[src/rtl/cam_blk_reader.sv]
// rtl/cam_blk_reader.sv - camera line buffer stripe reader emitting 8x8 block rows; CAMRD_YUV422_EN selects 4:2:2 MCU ordering
module cam_blk_reader #(
  parameter int unsigned LINE_WORDS = 240,
  parameter int unsigned AW         = 14,
  parameter int unsigned PW         = 12
) (
  input  logic          clk,
  input  logic          rstn,
  input  logic          cam_pic_start_f,
  input  logic          camfifo_o_f,
  input  logic [PW-1:0] PicWidth_i,
  input  logic [PW-1:0] PicHeight_i,
  output logic          cena_cambuf,
  output logic [AW-1:0] aa_cambuf,
  input  logic [63:0]   qa_cambuf,
  output logic          blk_valid,
  input  logic          blk_ready,
  output logic [63:0]   blk_data,
  output logic          blk_first,
  output logic [1:0]    blk_comp,
  output logic          blk_pic_last,
  output logic          ovf_err
);

  localparam logic [AW-1:0] LW     = AW'(LINE_WORDS);
  localparam logic [AW-1:0] U_BASE = AW'(16 * LINE_WORDS);
`ifdef CAMRD_YUV422_EN
  localparam logic [AW-1:0] V_BASE   = AW'(24 * LINE_WORDS);
  localparam logic [1:0]    LAST_SUB = 2'd3;
`else
  localparam logic [AW-1:0] V_BASE   = AW'(32 * LINE_WORDS);
  localparam logic [1:0]    LAST_SUB = 2'd2;
`endif

  typedef enum logic [1:0] {
    S_IDLE,
    S_RUN,
    S_FIN
  } state_t;

  typedef struct packed {
    logic [63:0] data;
    logic        first;
    logic [1:0]  comp;
    logic        last;
  } beat_t;

  state_t        state_q, state_d;
  logic [PW-1:0] x_q, x_d;
  logic [1:0]    sub_q, sub_d;
  logic [2:0]    r_q, r_d;
  logic          h_q;
  logic [PW-1:0] stripe_q;
  logic [1:0]    pend_q;
  logic          ovf_q;
  logic [AW-1:0] aa_q;

  logic          rdv_q;
  logic          rd_first_q;
  logic [1:0]    rd_comp_q;
  logic          rd_last_q;

  beat_t         fifo_q [2];
  logic          wr_q;
  logic          rd_q;
  logic [1:0]    cnt_q;

  logic [PW-1:0] ncol, ncol_m1, nstripe, nstripe_m1;
  logic [2:0]    lrows_m1;
  logic          last_stripe;
  logic          last_issue;
  logic          credit_ok;
  logic          issue;
  logic          fin_done;
  logic          pop;
  logic [2:0]    used;
  logic [1:0]    cur_comp;

  // Picture geometry: block columns (or MCUs), stripes and valid rows in the bottom stripe
`ifdef CAMRD_YUV422_EN
  assign ncol = (PicWidth_i >> 4) + PW'(PicWidth_i[3:0] != 4'd0);
`else
  assign ncol = (PicWidth_i >> 3) + PW'(PicWidth_i[2:0] != 3'd0);
`endif
  assign nstripe    = (PicHeight_i >> 3) + PW'(PicHeight_i[2:0] != 3'd0);
  assign ncol_m1    = ncol - PW'(1);
  assign nstripe_m1 = nstripe - PW'(1);
  assign lrows_m1   = PicHeight_i[2:0] - 3'd1;

  assign last_stripe = (stripe_q == nstripe_m1);
  assign last_issue  = (r_q == 3'd7) && (sub_q == LAST_SUB) && (x_q == ncol_m1);

  // The in-flight read plus what stays in the FIFO after this cycle's pop must fit in two entries
  assign blk_valid = (cnt_q != 2'd0);
  assign pop       = blk_valid & blk_ready;
  assign used      = {1'b0, cnt_q} + {2'b0, rdv_q};
  assign credit_ok = used < (3'd2 + {2'b0, pop});

`ifdef CAMRD_YUV422_EN
  assign cur_comp = sub_q[1] ? (sub_q - 2'd1) : 2'd0;
`else
  assign cur_comp = sub_q;
`endif

  function automatic logic [AW-1:0] rd_addr(
    input logic [PW-1:0] x,
    input logic [1:0]    sub,
    input logic [2:0]    r,
    input logic          h,
    input logic          lst,
    input logic [2:0]    lrm1
  );
    logic [2:0]    rr;
    logic [AW-1:0] base;
    logic [PW-1:0] col;
    // Rows below the picture bottom repeat the last valid line
    rr   = (lst && (r > lrm1)) ? lrm1 : r;
    base = '0;
    col  = x;
`ifdef CAMRD_YUV422_EN
    case (sub)
      2'd0:    col  = {x[PW-2:0], 1'b0};
      2'd1:    col  = {x[PW-2:0], 1'b1};
      2'd2:    base = U_BASE;
      default: base = V_BASE;
    endcase
`else
    case (sub)
      2'd1:    base = U_BASE;
      2'd2:    base = V_BASE;
      default: base = '0;
    endcase
`endif
    return base + LW * AW'({h, rr}) + AW'(col);
  endfunction

  // FSM state register
  always_ff @(posedge clk or negedge rstn) begin
    if (!rstn) begin
      state_q <= S_IDLE;
    end else begin
      state_q <= state_d;
    end
  end

  // FSM next state, read issue and stripe completion
  always_comb begin
    state_d  = state_q;
    issue    = 1'b0;
    fin_done = 1'b0;
    case (state_q)
      S_IDLE: begin
        if (pend_q != 2'd0) state_d = S_RUN;
      end
      S_RUN: begin
        if (credit_ok) begin
          issue = 1'b1;
          if (last_issue) state_d = S_FIN;
        end
      end
      S_FIN: begin
        if ((cnt_q == 2'd0) && !rdv_q) begin
          fin_done = 1'b1;
          state_d  = S_IDLE;
        end
      end
      default: state_d = S_IDLE;
    endcase
    if (cam_pic_start_f) begin
      state_d  = S_IDLE;
      fin_done = 1'b0;
    end
  end

  // Walk order: row innermost, then component slot, then column; wraps after the last read
  always_comb begin
    r_d   = r_q + 3'd1;
    sub_d = sub_q;
    x_d   = x_q;
    if (r_q == 3'd7) begin
      if (sub_q == LAST_SUB) begin
        sub_d = 2'd0;
        x_d   = last_issue ? '0 : x_q + PW'(1);
      end else begin
        sub_d = sub_q + 2'd1;
      end
    end
  end

  assign cena_cambuf = ~issue;
  assign aa_cambuf   = aa_q;

  // Walk counters, half/stripe tracking and the prepared address of the next read
  always_ff @(posedge clk or negedge rstn) begin
    if (!rstn) begin
      x_q      <= '0;
      sub_q    <= '0;
      r_q      <= '0;
      h_q      <= 1'b0;
      stripe_q <= '0;
      aa_q     <= '0;
    end else if (cam_pic_start_f) begin
      x_q      <= '0;
      sub_q    <= '0;
      r_q      <= '0;
      h_q      <= 1'b0;
      stripe_q <= '0;
      aa_q     <= '0;
    end else begin
      if (issue) begin
        x_q   <= x_d;
        sub_q <= sub_d;
        r_q   <= r_d;
        // After the final read the next stripe starts in the other half
        aa_q  <= rd_addr(x_d, sub_d, r_d, last_issue ? ~h_q : h_q, last_stripe, lrows_m1);
      end
      if (fin_done) begin
        h_q      <= ~h_q;
        stripe_q <= last_stripe ? '0 : stripe_q + PW'(1);
      end
    end
  end

  // Sideband for the read whose data returns next cycle
  always_ff @(posedge clk or negedge rstn) begin
    if (!rstn) begin
      rdv_q      <= 1'b0;
      rd_first_q <= 1'b0;
      rd_comp_q  <= 2'd0;
      rd_last_q  <= 1'b0;
    end else begin
      rdv_q <= issue & ~cam_pic_start_f;
      if (issue) begin
        rd_first_q <= (r_q == 3'd0);
        rd_comp_q  <= cur_comp;
        rd_last_q  <= last_issue & last_stripe;
      end
    end
  end

  // Two-entry skid FIFO; returned data is dropped across a picture start
  always_ff @(posedge clk or negedge rstn) begin
    if (!rstn) begin
      for (int i = 0; i < 2; i++) fifo_q[i] <= '0;
      wr_q  <= 1'b0;
      rd_q  <= 1'b0;
      cnt_q <= 2'd0;
    end else if (cam_pic_start_f) begin
      wr_q  <= 1'b0;
      rd_q  <= 1'b0;
      cnt_q <= 2'd0;
    end else begin
      if (rdv_q) begin
        fifo_q[wr_q] <= {qa_cambuf, rd_first_q, rd_comp_q, rd_last_q};
        wr_q         <= ~wr_q;
      end
      if (pop) rd_q <= ~rd_q;
      cnt_q <= cnt_q + {1'b0, rdv_q} - {1'b0, pop};
    end
  end

  assign blk_data     = fifo_q[rd_q].data;
  assign blk_first    = fifo_q[rd_q].first;
  assign blk_comp     = fifo_q[rd_q].comp;
  assign blk_pic_last = fifo_q[rd_q].last;
  assign ovf_err      = ovf_q;

  // Pending-stripe counter with sticky overflow; a flag coinciding with picture start survives the clear
  always_ff @(posedge clk or negedge rstn) begin
    if (!rstn) begin
      pend_q <= 2'd0;
      ovf_q  <= 1'b0;
    end else if (cam_pic_start_f) begin
      pend_q <= {1'b0, camfifo_o_f};
      ovf_q  <= 1'b0;
    end else if (camfifo_o_f && !fin_done) begin
      if (pend_q == 2'd2) ovf_q <= 1'b1;
      else                pend_q <= pend_q + 2'd1;
    end else if (!camfifo_o_f && fin_done) begin
      pend_q <= pend_q - 2'd1;
    end
  end

endmodule

[config.mk]
export PLATFORM = sky130hd
export DESIGN_NAME = cam_blk_reader
export DESIGN_NICKNAME = d
export VERILOG_FILES = /design/src/rtl/cam_blk_reader.sv
export SDC_FILE = /design/constraint.sdc
export NUM_CORES = 1
export LEC_CHECK = 0
export ABC_AREA = 1
export CORE_UTILIZATION = 54
export CTS_CLUSTER_SIZE = 8
export DETAILED_ROUTE_END_ITERATION = 16
export HOLD_SLACK_MARGIN = 0.03
export PLACE_DENSITY = 0.81
export SLEW_MARGIN = 0
export SYNTH_ARGS = -nofsm -noshare
export SYNTH_HDL_FRONTEND = slang
export SYNTH_SLANG_ARGS = --single-unit
[constraint.sdc]
create_clock -name clk -period 7.2 [get_ports clk]
set_input_delay 0.72 -clock clk [delete_from_list [all_inputs] [get_ports clk]]
set_output_delay 0.72 -clock clk [all_outputs]
set_load 0.02 [all_outputs]
Word-level counts from Yosys, hierarchy flattened
Index checks and enable logic that the tools add are counted.
Widths: inputs -> output; s select.

storage, ports and cells
  bits in registers = 194
  input bits = 93
  output and inout port bits = 85
  word-level logic and storage cells = 151

cells by class
  add/subtract/negate cells = 17
  $mul = 1
  order comparisons = 5
  equality and inequality tests = 14
  mux-type cells = 52
  bitwise gates (word level) = 10
  reductions and logical operators = 28

operator list
  kind                   number
  $mux 68                4
  $bwmux 136             1
  $mux 12                8
  $demux 68 s1           1
  $mux 14                4
  $add 14x12->14         2
  $mux 2                 14
  $pmux 13 s2            1
  $add 12x1->12 const B  2
  $eq 12x12->1           2
  $sub 10x1->11 const B  2
  $add 9x1->10           2
  $reduce_bool 2->1      8
  $mux 1                 15
  $ne 3x3->1 const B     5
  $mux 3                 3
  $reduce_bool 3->1      3
  $eq 2x2->1 const B     4
  $mul 4x4->8 const A    1
  $logic_and 1x1->1      7
  $pmux 2 s3             1
  $reduce_and 2->1       3
  $not 1->1              5
  $add 2x1->2 const B    2
  other kinds (19)       27

Longest topological paths before layout
Gate-level depths: netlist of the first run.

  depth after elaboration = 12
  depth in mapped cells = 40
  gate-level depth less buffers = 40

Worst setup path after synthesis of the first run
Ideal clock, no wire load.

  path type = input to register
  start = input port PicHeight_i[0]
  end = register aa_q[13] (netlist: aa_cambuf[13])
  setup time = 0.132 ns
  arrival time = 6.056 ns
  data required time = 7.068 ns
  path slack = 1.012 ns
  stages = 35
  buffers on the path = 0
  cell sequence = inv_1 > ha_1 > inv_1 > nor2_1 > ha_1 > ha_1 > inv_1 > nand2_1 > nand2_1 > nand2_1 > inv_1 > nand2_1 > nor2_1 > nand3_1 > nor2_1 > nand3_1 > mux2i_1 > inv_1 > fa_1 > inv_1 > fa_1 > fa_1 > xnor2_1 > fa_1 > ha_1 > nand2_1 > nor2_1 > a211oi_1 > nor2_1 > nor2_1 > o21bai_1 > nand2_1 > nand2_1 > a21oi_1 > o21ai_0

on the way
  cells in the longest elaborated chain, start to end = 11
  elaborated cells on any way between the ends = 13
  classes of those cells = 5 x add/sub; 1 x mul; 1 x order compare; 1 x eq/ne; 3 x mux; 2 x reduce/logical

ends and longest elaborated chain
  item                            RTL line  source
  start, declared                 12        input logic [PW-1:0] PicHeight_i,
  $reduce_bool 3->1               85        assign nstripe = (PicHeight_i >> 3) + PW'(PicHeight_i[2:0] != 3'd0);
  $add 9x1->10                    85
  $sub 10x1->11                   87        assign nstripe_m1 = nstripe - PW'(1);
  $eq 12x12->1                    90        assign last_stripe = (stripe_q == nstripe_m1);
  $logic_and 1x1->1               117       rr = (lst && (r > lrm1)) ? lrm1 : r;
  $mux 3 *                        117
  $mul 4x4->8 *                   134       return base + LW * AW'({h, rr}) + AW'(col);
  $add 14x12->14 * (2 in series)  134
  $mux 14 *                       210       if (issue) begin
  $mux 14 *                       202       end else if (cam_pic_start_f) begin
  end signal, assigned            215       aa_q <= rd_addr(x_d, sub_d, r_d, last_issue ? ~h_q : h_q, last_stripe, lrows_m1);
  end, declared                   56        logic [AW-1:0] aa_q;

Mark *: on every way between the ends. The rest lies on a longest branch, timed or not. The select of a mux whose other input is x is not followed.
A chain may end at the register's enable or synchronous reset.

Worst setup path in the final report of the first run
  start = input port PicHeight_i[0]
  end = register aa_q[12] (netlist: aa_cambuf[12])

The elaborated chain is that of the path after synthesis.

==> key figures, run 1 <==
CTS
  • CTS Buffer Depth: 2
  • CTS H-tree depth: 4
  • Clock transition at path regs: ~0.08 ns
  • CTS tree: built
  • Skew-Pair Late Insertion Delay: about 0.43 ns
  • CTS Root Cell: clkbuf_16
  • Cts bufs inserted: 17
  • Cells resized by post-CTS repair: 0
  • # clock sinks: between 150 and 200
  • # hold bufs at CTS: 0
  • Post-CTS setup buffers: 0

Logic synthesis
  • Number of synthesized register bits: 190
  • Top FF cell, synth: dfrtp_1
  • Avg Inst Size Synth: 7.63 um2
  • Seq/Total Area, Yosys: 45.0%
  • Synthesized instance count: around 1400
  • Post-synth EDFFs: 0
  • Ys Warns: 0
  • Synth Area in Adders: under 10%
  • Post-synthesis simple-gate area fraction: around 25%
  • Synth Area in XOR/XNOR: under 10%
  • Mux share of post-synthesis cell area: less than 1%
  • Main combinational cell family by area after synthesis: simple AND/OR/NAND/NOR gates
  • Synth unique cells: between 40 and 50
  • Mapped cell area: around 11000 um2
  • Async S/R FF share, synth: between 90% and 100%
  • Compound-Gate Fraction of Synth Area: a little over a tenth
  • Mapped Nets: 1530

STA
  • Worst slew margin: ~18%
  • Pins over their slew limit: 0
  • Period minus WS final: between 6 and 7 ns
  • Worst-Margin Slew: about 1.2 ns
  • RSZ-0062 raised after global routing: no
  • Worst clock skew: between 0.01 and 0.015 ns
  • Achievable Freq: around 150 MHz
  • Final setup fails: 0
  • Fin crit share: between 90% and 100%
  • Total Neg Setup Slack: 0 ns
  • Final worst slack: approximately 0.53 ns
  • Hold Fails Final Rpt: 0

Routing
  • ANT nets after route: 0
  • Drt drc: 0
  • Final wirelength: approximately 24000 um
  • 1st-pass router iterations: 5
  • Vias: between 9000 and 10000
  • Vias per cell: approximately 5.0
  • WL per Instance: around 13 um
  • 1st-iter DRT viols: 566

Placed design
  • Port Buffers: 177
  • DP Wirelength: 16900 um
  • Gp weighted congestion: around 0.88
  • Placed insts: around 1800
  • Placed instance area: between 10000 and 15000 um2
  • Pre-CTS setup slack: 0.102 ns

Layout
  • Layout net count: roughly 1700
  • Final instance area: approximately 13000 um2
  • Antenna Cells: 0
  • Area Overhead vs Synth: 24.2%
  • Commonest non-fill, non-tap cell in the layout: nand2_1
  • Most frequent cells in the layout: nand2_1, dfrtp_1, inv_1
  • Share of cells above drive strength 1: under 10%
  • Layout Cells excl Fill: 1807
  • Final core utilization: 69.2%

Setup path
  • Worst Path Buf+Inv: 7
  • Delay-heaviest family, CP: adder cells
  • Worst EP required: approximately 7.6 ns
  • Crit path capture type: register
  • Crit Path Max Fanout: 5
  • Reg2reg start: r_q[0]$_DFFE_PN0P_
  • Critical Path AT: ~7.0 ns
  • Worst stage delay on the critical path: 0.58 ns
  • Most frequent cell on the critical path: inv_1
  • Crit Path Class: input port to register
  • Slowest-stage cell, CP: fa_1
  • Critical Path Source: PicHeight_i[0]
  • Worst setup SP type: input port

GRT
  • Remaining Overflow, GRT: 0
  • Largest net degree at the start of global routing: roughly 140
  • Vias in the first global route: 8788
  • Initial antenna violation count: 0
  • First-pass GRT wire length: 41200 um
  • Overall global routing resource usage: approximately 26%

Outcome
  • Status: complete, no violations

Die
  • Core area: ~19000 um2
  • Row count: 50
  • Die width: ~140 um
  • Starting Density: between 50% and 60%
  • Die Area: between 20000 and 25000 um2
  • Die span in y: ~140 um
  • Ports: approximately 180

Pwr
  • LEAKAGE: approximately 6.7 nW
  • Power Dens Cells: between 300 and 400 nW/um2
  • Peak supply drop: about 0.26 mV

Hold path
  • Worst Hold Class: input port to asynchronous set/reset pin

Job
  • Max Cap Viol: 0
-- final timing paths --
kind | endpoint | slack (ns) | depth (start not counted)
max in group asynchronous | rd_q$_DFFE_PN0P_ | 5.26 | 2
min reg2reg | aa_cambuf[12]$_DFFE_PN0P_ | 0.49 | 2
max reg2reg | aa_cambuf[12]$_DFFE_PN0P_ | 1.10 | 28
max | aa_cambuf[12]$_DFFE_PN0P_ | 0.53 | 34
min in group clk | aa_cambuf[12]$_DFFE_PN0P_ | 0.49 | 2
min | fifo_q[29]$_DFFE_PN0P_ | 0.44 | 1
-- worst register-to-register path: cells and delay by family (launching register included) --
family,cells,cell delay (ns)
fa+ha+maj,8,3.08
compound gates,6,1.00
simple gates,9,0.85
flops,1,0.43
buf+inv,3,0.27
mux,1,0.24
xor+xnor,1,0.18
-- layout make-up --
cell class,instances,area [um2]
fill,1561,5840
sequential,190,4760
clock inverter,14,170
tap,260,325
clock buffer,18,439
inverter,190,713
timing repair buffer,184,1830
multi-input combinational,951,4880
-- Yosys cell counts (2+ instances only) --
| library cell | count | share of area, % |
|---|---|---|
| nand3_1 | 42 | 2.0 |
| nor2_4 | 6 | 0.64 |
| nand3b_1 | 3 | 0.21 |
| clkbuf_1 | 38 | 1.4 |
| nand4_1 | 4 | 0.24 |
| buf_1 | 7 | 0.25 |
| buf_4 | 4 | 0.28 |
| buf_2 | 4 | 0.19 |
| dfrtp_1 | 190 | 45 |
| o21bai_1 | 2 | 0.14 |
| o21ai_0 | 158 | 7.5 |
| ha_1 | 44 | 5.2 |
| nor4_1 | 2 | 0.12 |
| nand2_2 | 9 | 0.53 |
| xnor2_1 | 12 | 1.0 |
| o31ai_1 | 5 | 0.36 |
| or2_2 | 2 | 0.12 |
| o21a_1 | 2 | 0.14 |
| a21oi_1 | 12 | 0.57 |
| nor2_1 | 70 | 2.5 |
| a22o_1 | 3 | 0.25 |
| nand3_2 | 5 | 0.47 |
| inv_1 | 179 | 6.4 |
| nand2_1 | 483 | 17 |
| inv_2 | 11 | 0.39 |
| nor3_1 | 9 | 0.43 |
| xor2_1 | 24 | 2.0 |
| nor2_2 | 8 | 0.47 |
| o21ai_1 | 12 | 0.57 |
| o22ai_1 | 14 | 0.83 |
| fa_1 | 9 | 1.7 |
-- metrics by stage --
| step | hold slack [ns] | power, mW |
|---|---|---|
| finish | 0.437 | 4.73 |
| global route | 0.483 | 5.09 |
| CTS | 0.468 | 4.76 |
| detailed placement | 0.470 | 3.78 |
| global placement | 0.465 | 3.70 |
| floorplan | 0.424 | 2.97 |
-- metal layers --
| layer | GRT usage (%) | wire length, um | vias to the layer above |
|---|---|---|---|
| li1 | - | - | 4612 |
| met1 | 32.9 | 10900 | 4254 |
| met2 | 43.7 | 11800 | 224 |
| met3 | 4.49 | 1250 | 30 |
| met4 | 7.98 | 304 | 0 |
| met5 | 0 | 0 | - |
-- power breakdown --
part	switching, mW	leakage, nW	internal [mW]
Combinational	1.21	3.90	0.893
Clock	0.451	0.296	0.508
Sequential	0.207	2.51	1.46
-- flip-flops by register name, indices dropped and copies added (netlist names), 2 cells and up --
register,count
state_q,2
stripe_q,12
cnt_q,2
x_q,12
pend_q,2
rd_comp_q,2
aa_cambuf,10
fifo_q,136
cur_comp,2
r_q,3
-- logic make-up (layout without fill, tap and decap cells) --
group                    count (synthesis)  after routing
adder cells (fa/ha/maj)                 53             53
multiplexers                             1              1
flip-flops                             190            190
AO/OA/AOI/OAI                          211            211
AND/OR/NAND/NOR                        649            649
XOR/XNOR                                37             37
buffers and inverters                  243            406
No activity file was read; power rests on OpenSTA's default activity.
==> inputs of run 2 (changes only) <==
- RECOVER_POWER: default -> 25
- SLEW_MARGIN: 0 -> 25
==> key figures, run 2 (same netlist as run 1, synthesis figures left out) <==
Layout
  • Share of cells above drive strength 1: under 10%
  • Reg with most FFs: fifo_q
  • Fillers: between 1500 and 2000
  • Antenna Cells: 0
  • Area Overhead vs Synth: 24.1%
  • Largest regs: fifo_q x136, stripe_q x12, x_q x12
  • Commonest non-fill, non-tap cell in the layout: nand2_1
  • Layout Cells excl Fill: around 1800
  • Final instance area: around 13000 um2
  • Most frequent cells in the layout: nand2_1, dfrtp_1, inv_1
  • Largest register FFs: between 100 and 150
  • Layout net count: 1681

Setup path
  • R2R Setup Slk: 1.08 ns
  • Worst stage delay on the critical path: approximately 0.58 ns
  • Worst setup SP type: input port
  • Reg2reg start: r_q[0]$_DFFE_PN0P_
  • Crit Path Max Fanout: 5
  • Slowest-stage cell, CP: fa_1
  • Worst EP required: roughly 7.6 ns
  • RR Endpoint: aa_cambuf[12]$_DFFE_PN0P_
  • Crit Path Class: input port to register
  • Critical Path AT: 7.01 ns
  • Reg2reg path depth: 28
  • Crit path capture type: register
  • Most frequent cell on the critical path: inv_1

Routing
  • Drt drc: 0
  • Vias per cell: 5.07
  • Vias: roughly 9200
  • 1st-pass router iterations: 5
  • ANT nets after route: 0
  • 1st-iter DRT viols: 515
  • Final wirelength: ~24000 um
  • WL per Instance: between 10 and 15 um

CTS
  • # clock sinks: 190
  • Clock transition at path regs: around 0.080 ns
  • Skew-Pair Late Insertion Delay: ~0.43 ns
  • CTS Root Cell: clkbuf_16
  • Post-CTS setup buffers: 0
  • CTS Buffer Depth: 2
  • # hold bufs at CTS: 0
  • CTS tree: built
  • CTS H-tree depth: 4
  • Cts bufs inserted: 17
  • Cells resized by post-CTS repair: 0

STA
  • Worst clock skew: 0.0123 ns
  • Worst slew margin: -121%
  • Period minus WS final: about 6.6 ns
  • Pins over their slew limit: around 120
  • Final setup fails: 0
  • Worst-Margin Slew: 3.32 ns
  • Fin crit share: 92.2%
  • RSZ-0062 raised after global routing: no
  • Hold Fails Final Rpt: 0
  • Total Neg Setup Slack: 0 ns
  • Achievable Freq: 151 MHz

Placed design
  • Placed instance area: between 10000 and 15000 um2
  • DP Wirelength: between 15000 and 20000 um
  • Port Buffers: between 150 and 200
  • Placed insts: 1775
  • Gp weighted congestion: roughly 0.88

Hold path
  • Worst hold path cell count: 2
  • Worst Hold Class: register to register
  • Worst Hold Launch: aa_cambuf[12]$_DFFE_PN0P_
  • Hold path endpoint: aa_cambuf[12]$_DFFE_PN0P_

GRT
  • Overall global routing resource usage: about 25%
  • Vias in the first global route: about 9000
  • Initial antenna violation count: 0
  • Largest net degree at the start of global routing: roughly 140
  • Remaining Overflow, GRT: 0
  • First-pass GRT wire length: a little over 40000 um

Pwr
  • Power after layout: 4.71 mW
  • LEAKAGE: between 6 and 7 nW
  • Power Dens Cells: about 360 nW/um2
  • Peak supply drop: between 0.2 and 0.3 mV

Die
  • Ports: between 150 and 200
  • Starting Density: approximately 56%
  • Die Area: ~20000 um2
  • Die span in y: approximately 140 um
  • Die width: around 140 um
  • Core area: approximately 19000 um2
  • Row count: 50

Outcome
  • Failing checks: max-capacitance violations, max-slew violations
  • Status: complete, but fails checks

Job
  • Max Cap Viol: 2
[run 2: critical path: cells and delay by family]
family / cells / cell delay [ns]
mux: 1 / 0.24
fa+ha+maj: 8 / 3.00
compound gates: 5 / 0.74
buf+inv: 8 / 0.92
simple gates: 14 / 1.19
xor+xnor: 1 / 0.18
[run 2: report_power, final]
group          internal, mW  leakage [nW]  switching, mW  total (mW)
sequential             1.46          2.51          0.207        1.66
clock                 0.497         0.285          0.442       0.939
combinational         0.894          3.89           1.21        2.10
total                  2.85          6.68           1.86        4.71
[run 2: layout make-up]
type	instances	area [um2]	area share [%]
repair buffers	185	1830	13.9
well taps	260	325	2.48
inverters	190	713	5.44
clock buffers	18	429	3.28
multi-input cells	951	4880	37.3
flip-flops and latches	190	4760	36.3
clock inverters	14	166	1.27
[run 2: routing by layer]
layer  GRT usage (%)  up-vias  routed length (um)
met3            4.29       20                1360
li1                -     4620                   -
met4            6.56        0                 305
met2            43.0      254               11700
met1            33.8     4279               10900
met5               0        -                   0
[run 2: stage by stage]
stage | worst slack [ns] | utilization [%] | hold WS [ns]
finish | 0.563 | 69.1 | 0.483
global route | 0.0367 | 69.1 | 0.504
CTS | 0.557 | 69.1 | 0.470
detailed placement | 0.103 | 66.0 | 0.469
global placement | 0.311 | 66.0 | 0.465
floorplan | 1.01 | - | 0.424
[run 2: how the worst max path moves through the flow]
stage / startpoint / to / slack (ns)
3_3_place_gp: PicHeight_i[0] / aa_cambuf[13]$_DFFE_PN0P_ / 0.31
3_5_place_dp: PicHeight_i[0] / aa_cambuf[13]$_DFFE_PN0P_ / 0.10
2_1_floorplan: PicHeight_i[0] / aa_cambuf[13]$_DFFE_PN0P_ / 1.01
5_1_grt: PicHeight_i[0] / aa_cambuf[12]$_DFFE_PN0P_ / 0.04
6_report: PicHeight_i[0] / aa_cambuf[12]$_DFFE_PN0P_ / 0.56
4_1_cts: PicHeight_i[0] / aa_cambuf[13]$_DFFE_PN0P_ / 0.56
==> edit, RTL diff (settings of run 1) <==
The option `CAMRD_YUV422_EN` is turned on by a define.
--- a/src/rtl/cam_blk_reader.sv
+++ b/src/rtl/cam_blk_reader.sv
@@ -1,4 +1,6 @@
 // rtl/cam_blk_reader.sv - camera line buffer stripe reader emitting 8x8 block rows; CAMRD_YUV422_EN selects 4:2:2 MCU ordering
+`define CAMRD_YUV422_EN
+
 module cam_blk_reader #(
   parameter int unsigned LINE_WORDS = 240,
   parameter int unsigned AW         = 14,
Check against the original RTL: no difference found for any inputs over 4 cycles, from zero or initial values and one cycle with rstn low; that may be too few to reach the edited logic, so the function may still have changed.
==> edit against run 1 <==
Final area rose by 2.2%; critical path depth rose by 2; total power rose by 1.0%; wire length increased by 3.2%; worst hold slack got worse by 0.20 ns; setup slack gained 0.10 ns; sequential cell count up 4; area after synthesis increased by 2.4%; critical path type unchanged.
==> edit: results (changes against run 1) <==
| Metric | Value |
|---|---|
| Outcome | `complete, no violations` |
| Number of filler cells placed in the layout | `1,665 (+6.7%)` |
| Routability cong. | `0.857 (-2.6%)` |
| Worst-case register-to-register setup slack | `1.09 ns` |
| Worst-case reg-to-reg path depth | `27 (-3.6%)` |
| Share of cell area taken by muxes after synthesis | `0% (-0.095 points)` |
| Headroom to the max-slew limit | `39.7% (+22 points)` |
| Endpoint of the worst register-to-register path | `aa_cambuf[13]` |
| Number of nets in the final layout | `1,725 (+2.7%)` |
| Fraction of layout instances using a drive strength above 1 | `5.34% (-0.28 points)` |
| Fraction of the mapped netlist area in adder cells | `6.83% (-0.092 points)` |
| Slowest stage delay, CP | `0.55 ns (-0.03 ns)` |
| Pre-CTS setup slack | `0.180 ns (+0.0778 ns)` |
| Total global routing track utilization | `25.5% (-0.040 points)` |
| Total number of yosys warnings | `0 (unchanged)` |
| Launching instance or port of the critical path | `PicHeight_i[0]` |
| Detailed-placement wirelength estimate | `17,500 um (+3.4%)` |
| Maximum number of pins on one net before global-route repair | `83 (-39%)` |
| Power dissipated by switching net loads | `1.90 mW (+1.6%)` |
| Detailed Route Iter0 Violations | `562 (-0.71%)` |
| Seq/Total Area, Yosys | `44.9% (-0.13 points)` |
| Via count of the first global-routing pass | `8,917 (+1.5%)` |
| Highest-delay cell along the critical path | `fa_1` |
| Average detailed-routed wire length per instance | `13.5 um (+0.47%)` |
| Most used standard cells in the synthesized netlist | `518 x nand2_1, 194 x dfrtp_1, 178 x inv_1` |
| Leakage component of the power | `6.77 nW (+0.98%)` |
| Post-synthesis compound-gate area fraction | `11.3% (+0.72 points)` |
| Vias per std cell | `5.04 (-0.17%)` |
| Post-synth cell types | `43 (+2.4%)` |
| Net count of the mapped netlist | `1,571 (+2.7%)` |
| Top area cells in the synthesized netlist | `dfrtp_1 45%, nand2_1 18%, o21ai_0 8.1%` |
| Parity-gate share of the synthesized area counting xor and xnor cells | `2.92% (-0.22 points)` |
| Register bank with the most flops | `fifo_q` |
| Number of gates given a new drive strength after cts | `0 (unchanged)` |
| Data arrival, critical path | `6.86 ns (-0.18 ns)` |
| Number of synthesized register bits | `194 (+2.1%)` |
| First-pass GRT wire length | `41,700 um (+1.3%)` |
| Worst Skew | `0.0105 ns (+0.000240 ns)` |
| Number of antenna violations at the first check in global routing | `1 (+1)` |
| Worst reg2reg path startpoint | `r_q[0]` |
-- edit: cell types whose count changed after synthesis, sizes merged, moves of 3 or more --
cell   delta
buf       -3
dfrtp     +4
inv       -4
nand2    +33
nand3     -5
o21ai    +17
o31ai     -3
-- edit: layer usage --
metal | wire length (um) | vias to the layer above | track usage (%)
li1 | - | 4768 | -
met1 | 11300 | 4325 | 32.7
met2 | 12100 | 218 | 43.4
met3 | 1290 | 45 | 5.06
met4 | 476 | 0 | 7.67
met5 | 0 | - | 0
-- edit: logic make-up after synthesis --
group | count (synthesis)
and+or+nand+nor | 675
buffers and inverters | 237
AOI/OAI and AO/OA | 230
DFF | 194
adders and majority gates | 53
xor gates and xnor gates | 36
-- edit: through the flow --
step	hold WS [ns]	cell area [um2]	util, %	power [mW]	cells
6_report	0.235	13400	68.6	4.78	1857
3_5_place_dp	0.466	12800	65.5	3.85	1825
4_1_cts	0.248	13400	68.6	4.82	1856
5_1_grt	0.261	13400	68.6	5.16	1857
3_3_place_gp	0.465	12800	65.5	3.78	1825
2_1_floorplan	0.424	10800	-	3.03	1425
-- edit: worst max-delay path, delay by kind of cell --
kind	cells	cell delay, ns
AOI/OAI and AO/OA	5	0.87
buffers and inverters	7	0.87
adders and majority gates	8	3.10
xor gates and xnor gates	1	0.17
and+or+nand+nor	15	1.10
-- edit: cell type report --
class,instances,area share [%]
diodes,1,0.0187
clock buffers,17,3.18
clock inverters,14,1.31
inverters,186,5.23
multi-input cells,994,37.8
flip-flops and latches,194,36.2
well taps,265,2.47
repair buffers,186,13.8
-- edit: worst max-delay path by stage --
stage	cells past startpoint	slack, ns	endpoint
2_1_floorplan	25	1.06	aa_cambuf[13]
3_3_place_gp	36	0.32	aa_cambuf[13]
3_5_place_dp	26	0.18	aa_cambuf[13]
4_1_cts	26	0.61	aa_cambuf[13]
5_1_grt	33	0.06	aa_cambuf[13]
6_report	36	0.64	aa_cambuf[13]
-- edit: power by group through the flow --
| stage | Clock, mW | Sequential (mW) | Combinational, mW |
|---|---|---|---|
| after global placement | 0 | 1.68 | 2.09 |
| after floorplan | 0 | 1.67 | 1.36 |
| after global routing | 1.01 | 1.74 | 2.42 |
| after detailed placement | 0 | 1.70 | 2.15 |
| final | 0.950 | 1.68 | 2.14 |
| after CTS | 0.971 | 1.68 | 2.17 |
